<file path="src/rtl/ring_osc_freq_meter.sv">
// ring_osc_freq_meter
//   Gated frequency counter for a tapped ring oscillator. On an accepted start
//   it selects the ring tap and enables the ring. It waits SETTLE_CYCLES for the
//   ring to settle, then counts synchronised osc_in rising edges for gate_len
//   clk cycles. It then disables the ring and reports a registered count.
// Ports
//   clk        system clock
//   rst_n      synchronous reset, active low
//   osc_in     ring oscillator output (asynchronous to clk)
//   start      measurement request, sampled only while idle
//   tap_sel    ring tap select, captured on accepted start
//   gate_len   window length in clk cycles, captured on accepted start
//   osc_en     ring oscillator enable (high in SETTLE and GATE)
//   tap_out    registered tap select driven to the ring
//   busy       high from accepted start through DONE
//   done       one-cycle pulse, count_out/overflow valid
//   count_out  edges counted in the last window
//   overflow   count saturated in the last window
module ring_osc_freq_meter #(
    parameter int SETTLE_CYCLES = 8,
    parameter int GATE_W        = 16,
    parameter int CNT_W         = 16,
    parameter int SYNC_STAGES   = 2
) (
    input  logic              clk,
    input  logic              rst_n,
    input  logic              osc_in,
    input  logic              start,
    input  logic [2:0]        tap_sel,
    input  logic [GATE_W-1:0] gate_len,
    output logic              osc_en,
    output logic [2:0]        tap_out,
    output logic              busy,
    output logic              done,
    output logic [CNT_W-1:0]  count_out,
    output logic              overflow
);

    localparam int SW = $clog2(SETTLE_CYCLES + 1);

    typedef enum logic [1:0] {IDLE, SETTLE, GATE, DONE} state_t;

    state_t                 state, state_nxt;
    logic [SYNC_STAGES-1:0] sync_q;
    logic                   hist_q;
    logic                   rise;
    logic [SW-1:0]          settle_cnt;
    logic [GATE_W-1:0]      gate_cnt;
    logic [CNT_W-1:0]       cnt, cnt_nxt;
    logic                   ovf, ovf_nxt;

    // Edge detect on the last synchroniser stage against a one-flop history.
    assign rise = sync_q[SYNC_STAGES-1] & ~hist_q;

    always_comb begin
        state_nxt = state;
        osc_en    = 1'b0;
        busy      = 1'b1;
        done      = 1'b0;
        case (state)
            IDLE: begin
                busy = 1'b0;
                if (start) state_nxt = (gate_len == '0) ? DONE : SETTLE;
            end
            SETTLE: begin
                osc_en = 1'b1;
                if (settle_cnt == '0) state_nxt = GATE;
            end
            GATE: begin
                osc_en = 1'b1;
                if (gate_cnt == GATE_W'(1)) state_nxt = DONE;
            end
            DONE: begin
                done      = 1'b1;
                state_nxt = IDLE;
            end
            default: state_nxt = IDLE;
        endcase
    end

    // Saturating edge counter; overflow marks an edge lost at all-ones.
    always_comb begin
        cnt_nxt = cnt;
        ovf_nxt = ovf;
        if (state == GATE && rise) begin
            if (&cnt) ovf_nxt = 1'b1;
            else      cnt_nxt = cnt + 1'b1;
        end
    end

    always_ff @(posedge clk) begin
        if (!rst_n) begin
            state      <= IDLE;
            sync_q     <= '0;
            hist_q     <= 1'b0;
            tap_out    <= '0;
            settle_cnt <= '0;
            gate_cnt   <= '0;
            cnt        <= '0;
            ovf        <= 1'b0;
            count_out  <= '0;
            overflow   <= 1'b0;
        end else begin
            state  <= state_nxt;
            sync_q <= {sync_q[SYNC_STAGES-2:0], osc_in};
            hist_q <= sync_q[SYNC_STAGES-1];
            case (state)
                IDLE: if (start) begin
                    tap_out    <= tap_sel;
                    gate_cnt   <= gate_len;
                    settle_cnt <= SW'(SETTLE_CYCLES - 1);
                    cnt        <= '0;
                    ovf        <= 1'b0;
                    count_out  <= '0;
                    overflow   <= 1'b0;
                end
                SETTLE: settle_cnt <= settle_cnt - 1'b1;
                GATE: begin
                    cnt      <= cnt_nxt;
                    ovf      <= ovf_nxt;
                    gate_cnt <= gate_cnt - 1'b1;
                    // Result registered on entry to DONE, including the final cycle's edge.
                    if (gate_cnt == GATE_W'(1)) begin
                        count_out <= cnt_nxt;
                        overflow  <= ovf_nxt;
                    end
                end
                default: ;
            endcase
        end
    end

endmodule

</file>
<file path="config.mk">
export PLATFORM = sky130hd
export DESIGN_NAME = ring_osc_freq_meter
export DESIGN_NICKNAME = d
export VERILOG_FILES = /design/src/rtl/ring_osc_freq_meter.sv
export SDC_FILE = /design/constraint.sdc
export NUM_CORES = 1
export LEC_CHECK = 0
export ABC_AREA = 1
export CAP_MARGIN = 20
export CORE_MARGIN = 3
export CORE_UTILIZATION = 47
export CTS_CLUSTER_DIAMETER = 200
export CTS_CLUSTER_SIZE = 8
export DETAILED_ROUTE_END_ITERATION = 8
export GPL_TIMING_DRIVEN = 0
export PLACE_DENSITY_LB_ADDON = 0.05
export SLEW_MARGIN = 20
export SYNTH_ARGS = -nofsm -noshare
export SYNTH_HDL_FRONTEND = slang
export SYNTH_SLANG_ARGS = --single-unit
</file>
<file path="constraint.sdc">
create_clock -name clk -period 1.9 [get_ports clk]
set_input_delay 0.19 -clock clk [delete_from_list [all_inputs] [get_ports clk]]
set_output_delay 0.19 -clock clk [all_outputs]
set_load 0.01 [all_outputs]
</file>
==> metrics.md, run 1 <==
| Metric | Value |
|---|---|
| Number of global-route vias before repair | 3403 |
| Adder-cell share of the synthesized area | 0.0270 |
| Lkg Pwr | 1.90 nW |
| Layout Cells excl Fill | 716 |
| Crit. End Element | output port |
| Top cell type's share of synthesized area | 0.335 |
| Post-DRT Antenna Nets | 0 |
| Detailed placement HPWL | 6950 um |
| Final setup viols | 0 |
| Layout cells sized above 1 | 0.157 |
| Predominant post-synthesis flop cell | dfxtp_1 |
| CTS buffer count | 9 |
| Die Ht | 94.8 um |
| Area of the multi-input gates | 0.00208 mm^2 |
| Critical Path RT | 1.71 ns |
| # rows | 31 |
| First-pass GRT wire length | 15700 um |
| Critical path type | flop to output port |
| Pin count of the biggest net entering global routing | 12 |
| Die ar. | 0.00898 mm^2 |
| MaxCap Viol Count | 0 |
| Status | finished clean |
| Reg2reg path depth | 9 |
| Worst ir drop on vdd | 0.816 mV |
| Minimum clock period | 1.84 ns |
| Largest area contributor in the netlist | dfxtp_1 |
| Register area share after synthesis | 0.335 |
| PD cells | 1640 mW/mm^2 |
| GRT Overall Usage | 0.221 |
| Most frequent cells in the layout | nand2_1, inv_1, dfxtp_1 |
| CTS tree | yes |
| Area grow syn2layout | 23.2% |
| FF-to-FF Start | state[0]$_SDFFE_PN0P_ |
| Iteration-0 DRC count of the detailed router | 175 |
| DP Worst Slack | -0.0101 ns |
| Netlist Area Pre-Place | 0.00370 mm^2 |
| Async SR Flop Fraction | 0 |
| Htree depth | 3 |
| Antenna cells | 0 |
| Filler instances | 703 |
| Reg clk slew, reported paths | 0.07 ns |
| Seq cells post-synth | 62 |
| Clk Tree Root Cell | clkbuf_8 |
| Via total after detailed routing | 3638 |
| Syn Area/Cell | 6.70 um^2 |
| WL final | 9290 um |
| Clk_lat worst skew | 0.35 ns |
| Via density | 5.08 |
| Worst setup margin | 0.0610 ns |
| Fin. max-slew vios | 0 |
| Fin crit share | 0.968 |
| CTS sink count | 62 |
| DRC | 0 |
| Startpoint type of the worst setup path | flop |
| Mapped Cells | 553 |
| Total design power | 7.49 mW |
| Crit path from | state[0]$_SDFFE_PN0P_ |
| Ys Warns | 0 |
| WL/cell | 13.0 um |
| Bufs on Longest Clock Path | 2 |
| Post-synth EDFFs | 0 |
| 1st-pass router iterations | 5 |
| Final Hold Viols | 0 |
| Cells on Worst Hold Path | 3 |
| Simple-gate area share of the yosys netlist | 0.347 |
| Hold slack | 0.381 ns |
| Initial antenna violation count | 0 |
| Register area | 0.00124 mm^2 |
| I/O Buffers | 45 |
| Most common cell after layout, fill and taps aside | nand2_1 |
| # nets final | 643 |
| Dpl cells | 697 |
| Crit path DAT | 1.65 ns |
| Worst min path class | input port to flop |
| Cell Area, Placed | 0.00428 mm^2 |
| Die width | 94.8 um |
| Starting density of the core | 0.497 |
| Placer Congestion | 0.909 |
| Ports | 46 |
| Skew final | 0.00687 ns |
| Core ar. | 0.00745 mm^2 |
| Slew @ Worst Pin | 0.559 ns |
| Rel. slew slack | 0.624 |
| Achievable clock frequency | 0.544 GHz |
| Top post-synthesis cells by area | dfxtp_1, nand2_1, inv_1 |
| Syn_nets | 584 |
| Compound-Gate Fraction of Synth Area | 0.168 |
| Mux cell area share after synthesis | 0 |
| Hold Startpoint | osc_in |
| Post-Layout Inst Area | 0.00456 mm^2 |
| Largest family of logic cells by synthesized area | simple AND/OR/NAND/NOR gates |
| GRT overflow | 0 |
| Synth Area in XOR/XNOR | 0.0118 |
| Largest fanout on the critical path | 3 |
| Synth unique cells | 37 |
| Hold_buf cts | 0 |
[stage by stage]
stage / util / TNS (ns)
2_1_floorplan: - / 0
3_3_place_gp: 0.574 / -0.00491
3_5_place_dp: 0.574 / -0.0101
4_1_cts: 0.605 / 0
5_1_grt: 0.613 / -0.0155
6_report: 0.613 / 0
[what timing repair did]
item                       in CTS  in global routing
gates resized for setup         2                 15
setup buffers                   0                  3
pin swaps                       0                  2
setup endpoints to repair       2                 49
[worst max-delay path, stage by stage (launching register included)]
cell and delay, ns:
dfxtp_1 0.38, inv_2 0.07, ha_2 0.33, clkdlybuf4s50_1 0.53
[routing by layer]
| layer | wire, um | share of wire | vias up | GRT usage |
|---|---|---|---|---|
| met5 | 0 | 0 | - | 0 |
| met4 | 96 | 0.010 | 0 | 0.0625 |
| met3 | 447 | 0.048 | 8 | 0.0566 |
| met2 | 4370 | 0.47 | 78 | 0.365 |
| met1 | 4380 | 0.47 | 1658 | 0.285 |
| li1 | - | - | 1894 | - |
[synth_stat cells (2+ instances only)]
cell type  number
nand3_2        13
nand2_1       139
xor2_1          4
or2_2           4
nor2_4          3
nand2_2         5
buf_4           3
nand4_1         6
o21ai_0        37
dfxtp_1        62
nor4_1          2
a21oi_2        15
a211oi_1        3
buf_2           6
ha_1            8
clkbuf_1        9
nor2_2          8
inv_2           3
nand3_1        37
nor2_1         54
buf_6           5
a21oi_1        41
inv_1          69
o211ai_1        3
nor3_1          2
[registers in the layout, indices dropped and copies added, names as in the netlist]
name        flops
count_out      16
sync_q          2
gate_cnt       16
overflow        1
settle_cnt      4
state           2
hist_q          1
tap_out         3
ovf             1
cnt            16
[final cells by class]
class | count | share of cell area
timing repair buffer | 48 | 0.103
sequential | 62 | 0.272
tap | 99 | 0.0272
clock inverter | 6 | 0.0187
inverter | 72 | 0.0592
multi-input combinational | 396 | 0.455
buffer | 23 | 0.0340
clock buffer | 10 | 0.0302
[cell families after synthesis]
| group | count (synthesis) |
|---|---|
| AOI/OAI and AO/OA | 106 |
| xor gates and xnor gates | 5 |
| adders and majority gates | 8 |
| buffers and inverters | 95 |
| DFF | 62 |
| and+or+nand+nor | 277 |
[worst paths after layout]
check	endpoint	slack, ns
hold / removal	sync_q[0]$_SDFF_PN0_	0.38
setup / recovery	osc_en	0.06
setup reg to reg	cnt[15]$_SDFFE_PN0P_	0.13
hold reg to reg	sync_q[1]$_SDFF_PN0_	0.41
[where the power goes]
part	switching, mW	internal (mW)	leakage, nW
Combinational	2.46	1.59	1.29
Sequential	0.362	1.77	0.511
Clock	0.544	0.769	0.108
Note: power is estimated with default switching activity, not from simulation.
==> run 2, diff against run 1 <==
--- a/config.mk
+++ b/config.mk
@@ -13,6 +13,7 @@
 export CTS_CLUSTER_SIZE = 8
 export DETAILED_ROUTE_END_ITERATION = 8
 export GPL_TIMING_DRIVEN = 0
+export MAX_ROUTING_LAYER = met4
 export PLACE_DENSITY_LB_ADDON = 0.05
 export SLEW_MARGIN = 20
 export SYNTH_ARGS = -nofsm -noshare
==> metrics.md, run 2 (synthesis gave the netlist of run 1 again) <==
| Metric | Value |
|---|---|
| Rel. slew slack | 0.608 (-0.0156) |
| Biggest regs | cnt (16), count_out (16), gate_cnt (16) |
| CTS sink count | 62 (unchanged) |
| Initial antenna violation count | 0 (unchanged) |
| Core ar. | 0.00745 mm^2 (unchanged) |
| I/O Buffers | 45 (unchanged) |
| CP cell instances | inv_1, ha_2, clkdlybuf4s50_1 |
| Hold_buf cts | 0 (unchanged) |
| Die Ht | 94.8 um (unchanged) |
| Filler instances | 715 (+1.7%) |
| Slew @ Worst Pin | 0.582 ns (+0.0231 ns) |
| Htree depth | 3 (unchanged) |
| Hold slack | 0.396 ns (+0.0148 ns) |
| 1st-pass router iterations | 5 (unchanged) |
| Number of global-route vias before repair | 3417 (+0.41%) |
| Setup_tns | 0 ns (unchanged) |
| Minimum clock period | 1.81 ns (-0.0283 ns) |
| CTS tree | yes |
| Worst min path class | input port to flop |
| Crit path from | state[1]$_SDFFE_PN0P_ |
| Layout cells sized above 1 | 0.171 (+0.0138) |
| Clk_lat worst skew | 0.35 ns (about the same) |
| Starting density of the core | 0.497 (unchanged) |
| Detailed placement HPWL | 7070 um (+1.8%) |
| Via density | 5.07 (-0.25%) |
| Most frequent cells in the layout | nand2_1, inv_1, dfxtp_1 |
| Ports | 46 (unchanged) |
| Slowest CP cell | clkdlybuf4s50_1 |
| Iteration-0 DRC count of the detailed router | 168 (-4.0%) |
| Area grow syn2layout | 24.6% |
| Reg clk slew, reported paths | 0.08 ns (about the same) |
| Pin count of the biggest net entering global routing | 12 (unchanged) |
| Fin. max-slew vios | 0 (unchanged) |
| Skew final | 0.0124 ns (+0.00549 ns) |
| Status | finished clean |
| Die ar. | 0.00898 mm^2 (unchanged) |
| # nets final | 646 (+0.47%) |
| CTS buffer count | 9 (unchanged) |
| Final setup viols | 0 (unchanged) |
| Antenna cells | 0 (unchanged) |
| Lkg Pwr | 1.94 nW (+1.9%) |
| Cell Area, Placed | 0.00428 mm^2 (unchanged) |
| Die width | 94.8 um (unchanged) |
| DRC | 0 (unchanged) |
| Critical path type | flop to output port |
| PD cells | 1640 mW/mm^2 (-0.25%) |
| Startpoint type of the worst setup path | flop |
| Clk Tree Root Cell | clkbuf_8 |
| Hold Startpoint | osc_in |
| Met2 Resource Use GR | 0.366 (+0.00176) |
| Crit. End Element | output port |
| Layout Utilization | 0.620 (+0.00706) |
| Crit path DAT | 1.62 ns (-0.03 ns) |
| Met3 GRT Util | 0.0614 (+0.00478) |
| Largest fanout on the critical path | 3 (unchanged) |
| Crit-path max cell delay | 0.53 ns (about the same) |
| MaxCap Viol Count | 0 (unchanged) |
| GR peak layer | met2 |
| WL final | 9420 um (+1.4%) |
| Post-Layout Inst Area | 0.00461 mm^2 (+1.2%) |
| FF-to-FF Start | state[0]$_SDFFE_PN0P_ |
| WL/cell | 13.1 um (+0.98%) |
| Dpl cells | 697 (unchanged) |
| # rows | 31 (unchanged) |
| Fin crit share | 0.953 (-0.0149) |
| Layout Cells excl Fill | 719 (+0.42%) |
| Worst ir drop on vdd | 0.817 mV (+0.11%) |
| Critical Path RT | 1.71 ns (about the same) |
| Post-DRT Antenna Nets | 0 (unchanged) |
| Final Hold Viols | 0 (unchanged) |
| Placer Congestion | 0.938 (+3.2%) |
| Met1 usage | 0.277 (-0.00779) |
| Via total after detailed routing | 3644 (+0.16%) |
| First-pass GRT wire length | 15800 um (+0.39%) |
| GRT overflow | 0 (unchanged) |
| GRT Overall Usage | 0.229 (+0.00816) |
| Most common cell after layout, fill and taps aside | nand2_1 |
| Bufs on Longest Clock Path | 2 (unchanged) |
| Achievable clock frequency | 0.552 GHz (+1.6%) |
==> run 2: worst max-delay path: cells and delay by family (launching register included) <==
family	cells	cell delay, ns
buffers and inverters	2	0.60
DFF	1	0.34
adders and majority gates	1	0.33
==> run 2: routing by layer <==
metal / vias to the layer above / part of all wire
li1: 1899 / -
met1: 1651 / 0.47
met2: 77 / 0.46
met3: 17 / 0.051
met4: 0 / 0.018
met5: - / 0
==> run 2: report_power, final <==
part / switching (mW) / total, mW / internal [mW]
Clock: 0.553 / 1.32 / 0.769
Sequential: 0.370 / 2.14 / 1.77
Combinational: 2.48 / 4.10 / 1.62
==> run 2: final cells by class <==
class	count	area, um^2	share of cell area
Sequential cell	62	1240	0.270
Inverter	72	273	0.0591
Clock inverter	6	85.1	0.0184
Tap cell	99	124	0.0268
Buffer	23	151	0.0328
Timing Repair Buffer	51	494	0.107
Multi-Input combinational cell	396	2110	0.456
Clock buffer	10	138	0.0298
==> run 2: repair_timing <==
| item | in CTS | in global routing |
|---|---|---|
| gates resized for setup | 5 | 19 |
| pin swaps | 0 | 3 |
| setup buffers | 0 | 6 |
| setup endpoints to repair | 17 | 51 |
==> run 2: final timing paths <==
| path | slack, ns | cells past startpoint | end |
|---|---|---|---|
| max | 0.09 | 3 | osc_en |
| max reg2reg | 0.16 | 8 | gate_cnt[6]$_SDFFE_PN0P_ |
| min | 0.40 | 3 | sync_q[0]$_SDFF_PN0_ |
| min reg2reg | 0.43 | 2 | sync_q[1]$_SDFF_PN0_ |
==> run 2: through the flow <==
| stage | setup WS (ns) | total power, mW |
|---|---|---|
| floorplan | 0.288 | 4.89 |
| detailed placement | -0.0587 | 6.12 |
| global placement | -0.0166 | 6.04 |
| CTS | 0.0225 | 7.48 |
| finish | 0.0893 | 7.56 |
| global route | -0.00807 | 8.24 |
